<file path="src/rtl/multicycle_ctrl.sv">
// Multicycle RV32I sequencer: fetch/decode/execute/memory/writeback, 3-5 cycles per instruction.
// Stalls in FETCH/MEMREAD/MEMWRITE until mem_ready; outputs are forced low while rst_n is low.
module multicycle_ctrl (
    input  logic        clk,
    input  logic        rst_n,
    input  logic [31:0] instr,
    input  logic        zero,
    input  logic        lt,
    input  logic        ltu,
    input  logic        mem_ready,
    output logic        pc_write,
    output logic        ir_write,
    output logic        reg_write,
    output logic        mem_read,
    output logic        mem_write,
    output logic        adr_src,
    output logic [1:0]  alu_src_a,
    output logic [1:0]  alu_src_b,
    output logic [1:0]  result_src,
    output logic [3:0]  alu_control,
    output logic [2:0]  imm_src,
    output logic        retire,
    output logic        illegal
);
    typedef enum logic [3:0] {
        S_FETCH, S_DECODE, S_MEMADR, S_MEMREAD, S_MEMWB, S_MEMWRITE,
        S_EXEC_R, S_EXEC_I, S_EXEC_U, S_ALUWB, S_BRANCH, S_JAL,
        S_JALR1, S_JALR2, S_TRAP
    } state_t;

    localparam logic [6:0] OP_LOAD  = 7'b0000011;
    localparam logic [6:0] OP_STORE = 7'b0100011;
    localparam logic [6:0] OP_R     = 7'b0110011;
    localparam logic [6:0] OP_I     = 7'b0010011;
    localparam logic [6:0] OP_LUI   = 7'b0110111;
    localparam logic [6:0] OP_AUIPC = 7'b0010111;
    localparam logic [6:0] OP_BR    = 7'b1100011;
    localparam logic [6:0] OP_JAL   = 7'b1101111;
    localparam logic [6:0] OP_JALR  = 7'b1100111;

    localparam logic [3:0] ALU_ADD   = 4'b0000;
    localparam logic [3:0] ALU_SUB   = 4'b0001;
    localparam logic [3:0] ALU_AND   = 4'b0010;
    localparam logic [3:0] ALU_OR    = 4'b0011;
    localparam logic [3:0] ALU_XOR   = 4'b0100;
    localparam logic [3:0] ALU_SLT   = 4'b0101;
    localparam logic [3:0] ALU_SLTU  = 4'b0110;
    localparam logic [3:0] ALU_SLL   = 4'b0111;
    localparam logic [3:0] ALU_SRL   = 4'b1000;
    localparam logic [3:0] ALU_SRA   = 4'b1001;
    localparam logic [3:0] ALU_PASSB = 4'b1010;

    state_t      state_q, state_d;
    logic [6:0]  opcode;
    logic [2:0]  funct3;
    logic        f7b5;
    logic        taken;
    logic        unused_instr;

    assign opcode       = instr[6:0];
    assign funct3       = instr[14:12];
    assign f7b5         = instr[30];
    assign unused_instr = ^{instr[31], instr[29:15], instr[11:7]};

    function automatic logic [3:0] alu_op(input logic [2:0] f3, input logic alt);
        case (f3)
            3'b000:  alu_op = alt ? ALU_SUB : ALU_ADD;
            3'b001:  alu_op = ALU_SLL;
            3'b010:  alu_op = ALU_SLT;
            3'b011:  alu_op = ALU_SLTU;
            3'b100:  alu_op = ALU_XOR;
            3'b101:  alu_op = alt ? ALU_SRA : ALU_SRL;
            3'b110:  alu_op = ALU_OR;
            default: alu_op = ALU_AND;
        endcase
    endfunction

    always_comb begin
        case (funct3)
            3'b000:  taken = zero;
            3'b001:  taken = !zero;
            3'b100:  taken = lt;
            3'b101:  taken = !lt;
            3'b110:  taken = ltu;
            3'b111:  taken = !ltu;
            default: taken = 1'b0;
        endcase
    end

    always_comb begin
        state_d     = state_q;
        pc_write    = 1'b0;
        ir_write    = 1'b0;
        reg_write   = 1'b0;
        mem_read    = 1'b0;
        mem_write   = 1'b0;
        adr_src     = 1'b0;
        alu_src_a   = 2'b00;
        alu_src_b   = 2'b00;
        result_src  = 2'b00;
        alu_control = ALU_ADD;
        imm_src     = 3'b000;
        retire      = 1'b0;
        illegal     = 1'b0;
        case (state_q)
            S_FETCH: begin
                mem_read = 1'b1;
                if (mem_ready) begin
                    ir_write   = 1'b1;
                    pc_write   = 1'b1;
                    alu_src_b  = 2'b10;
                    result_src = 2'b10;
                    state_d    = S_DECODE;
                end
            end
            S_DECODE: begin
                // Precompute the branch target into ALUOut while decoding.
                alu_src_a = 2'b01;
                alu_src_b = 2'b01;
                imm_src   = 3'b010;
                case (opcode)
                    OP_LOAD, OP_STORE: state_d = S_MEMADR;
                    OP_R:              state_d = S_EXEC_R;
                    OP_I:              state_d = S_EXEC_I;
                    OP_LUI, OP_AUIPC:  state_d = S_EXEC_U;
                    OP_BR:             state_d = S_BRANCH;
                    OP_JAL:            state_d = S_JAL;
                    OP_JALR:           state_d = S_JALR1;
                    default:           state_d = S_TRAP;
                endcase
            end
            S_MEMADR: begin
                alu_src_a = 2'b10;
                alu_src_b = 2'b01;
                if (opcode == OP_STORE) begin
                    imm_src = 3'b001;
                    state_d = S_MEMWRITE;
                end else begin
                    state_d = S_MEMREAD;
                end
            end
            S_MEMREAD: begin
                adr_src  = 1'b1;
                mem_read = 1'b1;
                if (mem_ready) state_d = S_MEMWB;
            end
            S_MEMWB: begin
                result_src = 2'b01;
                reg_write  = 1'b1;
                retire     = 1'b1;
                state_d    = S_FETCH;
            end
            S_MEMWRITE: begin
                adr_src   = 1'b1;
                mem_write = 1'b1;
                if (mem_ready) begin
                    retire  = 1'b1;
                    state_d = S_FETCH;
                end
            end
            S_EXEC_R: begin
                alu_src_a   = 2'b10;
                alu_control = alu_op(funct3, f7b5);
                state_d     = S_ALUWB;
            end
            S_EXEC_I: begin
                // Bit 30 is part of the immediate except for the shift-right pair.
                alu_src_a   = 2'b10;
                alu_src_b   = 2'b01;
                alu_control = alu_op(funct3, f7b5 && (funct3 == 3'b101));
                state_d     = S_ALUWB;
            end
            S_EXEC_U: begin
                imm_src   = 3'b100;
                alu_src_b = 2'b01;
                if (opcode == OP_LUI) alu_control = ALU_PASSB;
                else                  alu_src_a   = 2'b01;
                state_d = S_ALUWB;
            end
            S_ALUWB: begin
                reg_write = 1'b1;
                retire    = 1'b1;
                state_d   = S_FETCH;
            end
            S_BRANCH: begin
                alu_src_a   = 2'b10;
                alu_control = ALU_SUB;
                pc_write    = taken;
                retire      = 1'b1;
                state_d     = S_FETCH;
            end
            S_JAL, S_JALR2: begin
                alu_src_a = 2'b01;
                alu_src_b = 2'b10;
                pc_write  = 1'b1;
                state_d   = S_ALUWB;
            end
            S_JALR1: begin
                alu_src_a = 2'b10;
                alu_src_b = 2'b01;
                state_d   = S_JALR2;
            end
            S_TRAP: begin
                illegal = 1'b1;
            end
            default: state_d = S_FETCH;
        endcase
        // Reset must silence the FETCH request strobe immediately, not at the next edge.
        if (!rst_n) begin
            pc_write    = 1'b0;
            ir_write    = 1'b0;
            reg_write   = 1'b0;
            mem_read    = 1'b0;
            mem_write   = 1'b0;
            adr_src     = 1'b0;
            alu_src_a   = 2'b00;
            alu_src_b   = 2'b00;
            result_src  = 2'b00;
            alu_control = ALU_ADD;
            imm_src     = 3'b000;
            retire      = 1'b0;
            illegal     = 1'b0;
        end
    end

    always_ff @(posedge clk or negedge rst_n) begin
        if (!rst_n) state_q <= S_FETCH;
        else        state_q <= state_d;
    end
endmodule

</file>
<file path="config.mk">
export PLATFORM = sky130hd
export DESIGN_NAME = multicycle_ctrl
export DESIGN_NICKNAME = d
export VERILOG_FILES = /design/src/rtl/multicycle_ctrl.sv
export SDC_FILE = /design/constraint.sdc
export NUM_CORES = 1
export LEC_CHECK = 0
export BUFFER_PORTS_ARGS = -buffer_cell sky130_fd_sc_hd__clkbuf_2
export CORE_MARGIN = 10
export CORE_UTILIZATION = 43
export CTS_CLUSTER_DIAMETER = 40
export DETAILED_ROUTE_END_ITERATION = 8
export PLACE_DENSITY = 0.8
export SYNTH_ARGS = -nofsm -noshare
export SYNTH_HDL_FRONTEND = slang
export SYNTH_SLANG_ARGS = --single-unit
</file>
<file path="constraint.sdc">
create_clock -name clk -period 1.5 [get_ports clk]
set_input_delay 0.075 -clock clk [delete_from_list [all_inputs] [get_ports clk]]
set_output_delay 0.075 -clock clk [all_outputs]
set_load 0.01 [all_outputs]
</file>
==> impl_metrics.ini <==
[critical_path]
crit_fanout = 7
worstPathCellList = buf_6 > nor2b_1 > nand2_1 > o21ai_0 > a32oi_1 > nor2b_1 > clkbuf_2
end_kind = output port
cp_common_cell = nor2b_1
r2r_slack_ps = -90
crit_slowest_cell = dfrtp_2
critPathArrivalTime_ps = 1640
critPathKind = register to output port
critical_path_required_ps = 1420
cp-start-kind = register
critical-path-max-stage-delay_ps = 480

[detailed_routing]
wl_mm = 3.76
viasPerCell = 5.84
wl_per_cell_um = 16.6
drc = 0
dr.pass1.iters = 4
postRouteAntennaNets = 0
drtIter0Drc = 48
vias = 1320

[synth]
ys_seq_elements = 4
synth_edf_count = 0
yosys_warnings = 0
syn-num-nets = 184
yosysSeqAreaShare_pct = 10.4
synthTopCellsByArea = dfrtp_1 10%, a21oi_1 8.9%, nor2_1 7.4%
synth_ff_type = dfrtp_1
yosysTopAreaCellShare_pct = 10.4
synth_top_cell_by_area = dfrtp_1
syn_avg_cell_area_um2 = 6.57
synth_cell_type_count = 46
synth_async_sr_flop_share_pct = 100
netlist_area_um2 = 960
postSynthCellCount = 146

[finish]
nets = 238
diodes = 0
largest_register_ffs = 4
final_area_um2 = 1520
fill_cells = 175
layout_commonest_cell = clkbuf_2
utilization_pct = 70.0
synthToLayoutAreaGrowth_pct = 58.3
largest-register = state_q
final_cell_mix = 29 x clkbuf_2, 16 x nor2_1, 13 x a21oi_1, 12 x nand2_1, 12 x buf_4
drive_above_1_share_pct = 48.0
reg_top3 = state_q x4

[die]
rows = 17
start_util_pct = 44.2
design.die.area_um2 = 4520
dieHeight_um = 67.2
io_pins = 59
fp.coreArea_um2 = 2170
dieWidth_um = 67.2

[power_and_ir_drop]
irDropWorstVdd_v = 0.00105
p_per_area_nw_per_um2 = 1750
power_leakage_nw = 0.679

[clock_network]
cts_tree = built
cts-root-buf = clkbuf_4
cts.clk_slew.worst_paths_ps = 40
clkLatencyLatePin_ps = 240
htreeDepth = 1
clockBufferDepth = 2
cts_made_buffers = 3
clock_sinks = 4

[global_route]
track_usage_pct = 14.0
grt_pass1_vias = 1315
globalRouteOverflowTotal = 0
antenna_found_initial = 0
grt_pass1_wl_mm = 5.35
grt_max_degree = 24

[run_status]
status = complete, but fails checks
violations = setup timing

[timing]
tightest_slew_ps = 283
whs_ps = 214
clock.fmax_mhz = 582
slew_headroom_pct = 80.9
hold_violations = 0
slew_viol_final = 0
fin_crit_ps = 1720
skew_ps = 12.2
rsz0062_at_grt = yes
timing.final.crit_share_pct = 114
setup_viol = 18
finalWorstSetupSlack_ps = -217
tns_ps = -2180

[placement]
port_buffers = 37
place_hpwl_mm = 2.45
gp_congestion = 0.839
place_ws_ps = -26.7
postPlaceCellArea_um2 = 1230

[hold_path]
hp-class = primary input to async pin

[run]
timing.max_cap.violations = 0
-- synth_stat cells, types with 3 or more instances --
library cell	number
nor2_1	19
a21oi_1	17
nand2_1	12
nor2b_1	9
nor3_1	9
o21ai_0	9
nand2b_1	7
xnor2_1	5
buf_2	4
dfrtp_1	4
and2_1	3
buf_4	3
clkbuf_1	3
inv_1	3
-- per-layer routing --
| metal | wire length (um) | track usage (%) | vias to the layer above |
|---|---|---|---|
| met4 | 122 | 5.64 | 0 |
| met3 | 292 | 2.31 | 12 |
| met2 | 1920 | 27.0 | 56 |
| li1 | - | - | 631 |
| met1 | 1430 | 14.7 | 621 |
| met5 | 0 | 0 | - |
-- stage by stage --
stage               power [mW]  cells
global placement          1.86    213
floorplan                 1.37    146
finish                    2.66    226
CTS                       2.19    219
global route              2.86    226
detailed placement        1.91    213
-- power breakdown --
| group | total (mW) | leakage [nW] | switching, mW | internal (mW) |
|---|---|---|---|---|
| logic | 2.26 | 0.619 | 1.16 | 1.11 |
| clock network | 0.136 | 0.0138 | 0.0462 | 0.0896 |
| registers | 0.263 | 0.0466 | 0.0962 | 0.167 |
| total | 2.66 | 0.679 | 1.30 | 1.36 |
-- what timing repair did --
item                       in CTS  in global routing
resized for setup              13                 35
buffers inserted                2                  6
pin swaps                       5                 10
hold endpoints to repair        4                  0
cloned                          0                  1
hold buffers                    1                  0
setup endpoints to repair      18                 23
-- logic make-up (layout without fill, tap and decap cells) --
kind of cell / after synthesis / count (layout) / synth area share (%)
AO/OA/AOI/OAI: 40 / 40 / 26.9
AND/OR/NAND/NOR: 77 / 77 / 44.2
flip-flops: 4 / 4 / 10.4
multiplexers: 2 / 2 / 2.22
buffers and inverters: 16 / 68 / 9.91
XOR/XNOR: 7 / 7 / 6.39
-- final cells by class --
| cell class | count | area [um2] | share of cell area (%) |
|---|---|---|---|
| Tap cell | 28 | 35.0 | 2.31 |
| Timing Repair Buffer | 62 | 454 | 29.9 |
| Sequential cell | 4 | 104 | 6.84 |
| Inverter | 3 | 11.3 | 0.741 |
| Multi-Input combinational cell | 126 | 892 | 58.7 |
| Clock buffer | 3 | 22.5 | 1.48 |
-- worst paths after layout --
| check | depth (start not counted) | from | to |
|---|---|---|---|
| max | 7 | state_q[3]$_DFFE_PN0P_ | alu_src_a[0] |
| min | 2 | rst_n | state_q[2]$_DFFE_PN0P_ |
| max reg2reg | 5 | state_q[2]$_DFFE_PN0P_ | state_q[0]$_DFFE_PN0P_ |
| min reg2reg | 3 | state_q[3]$_DFFE_PN0P_ | state_q[0]$_DFFE_PN0P_ |
| max in group asynchronous | 2 | rst_n | state_q[0]$_DFFE_PN0P_ |
| min in group clk | 4 | instr[0] | state_q[3]$_DFFE_PN0P_ |
-- critical path: cells and delay by family (launching register included) --
family,cells,cell delay (ps)
buf+inv,2,280
simple gates,3,310
compound gates,2,330
flops,1,480
Note: power is estimated with default switching activity, not from simulation.
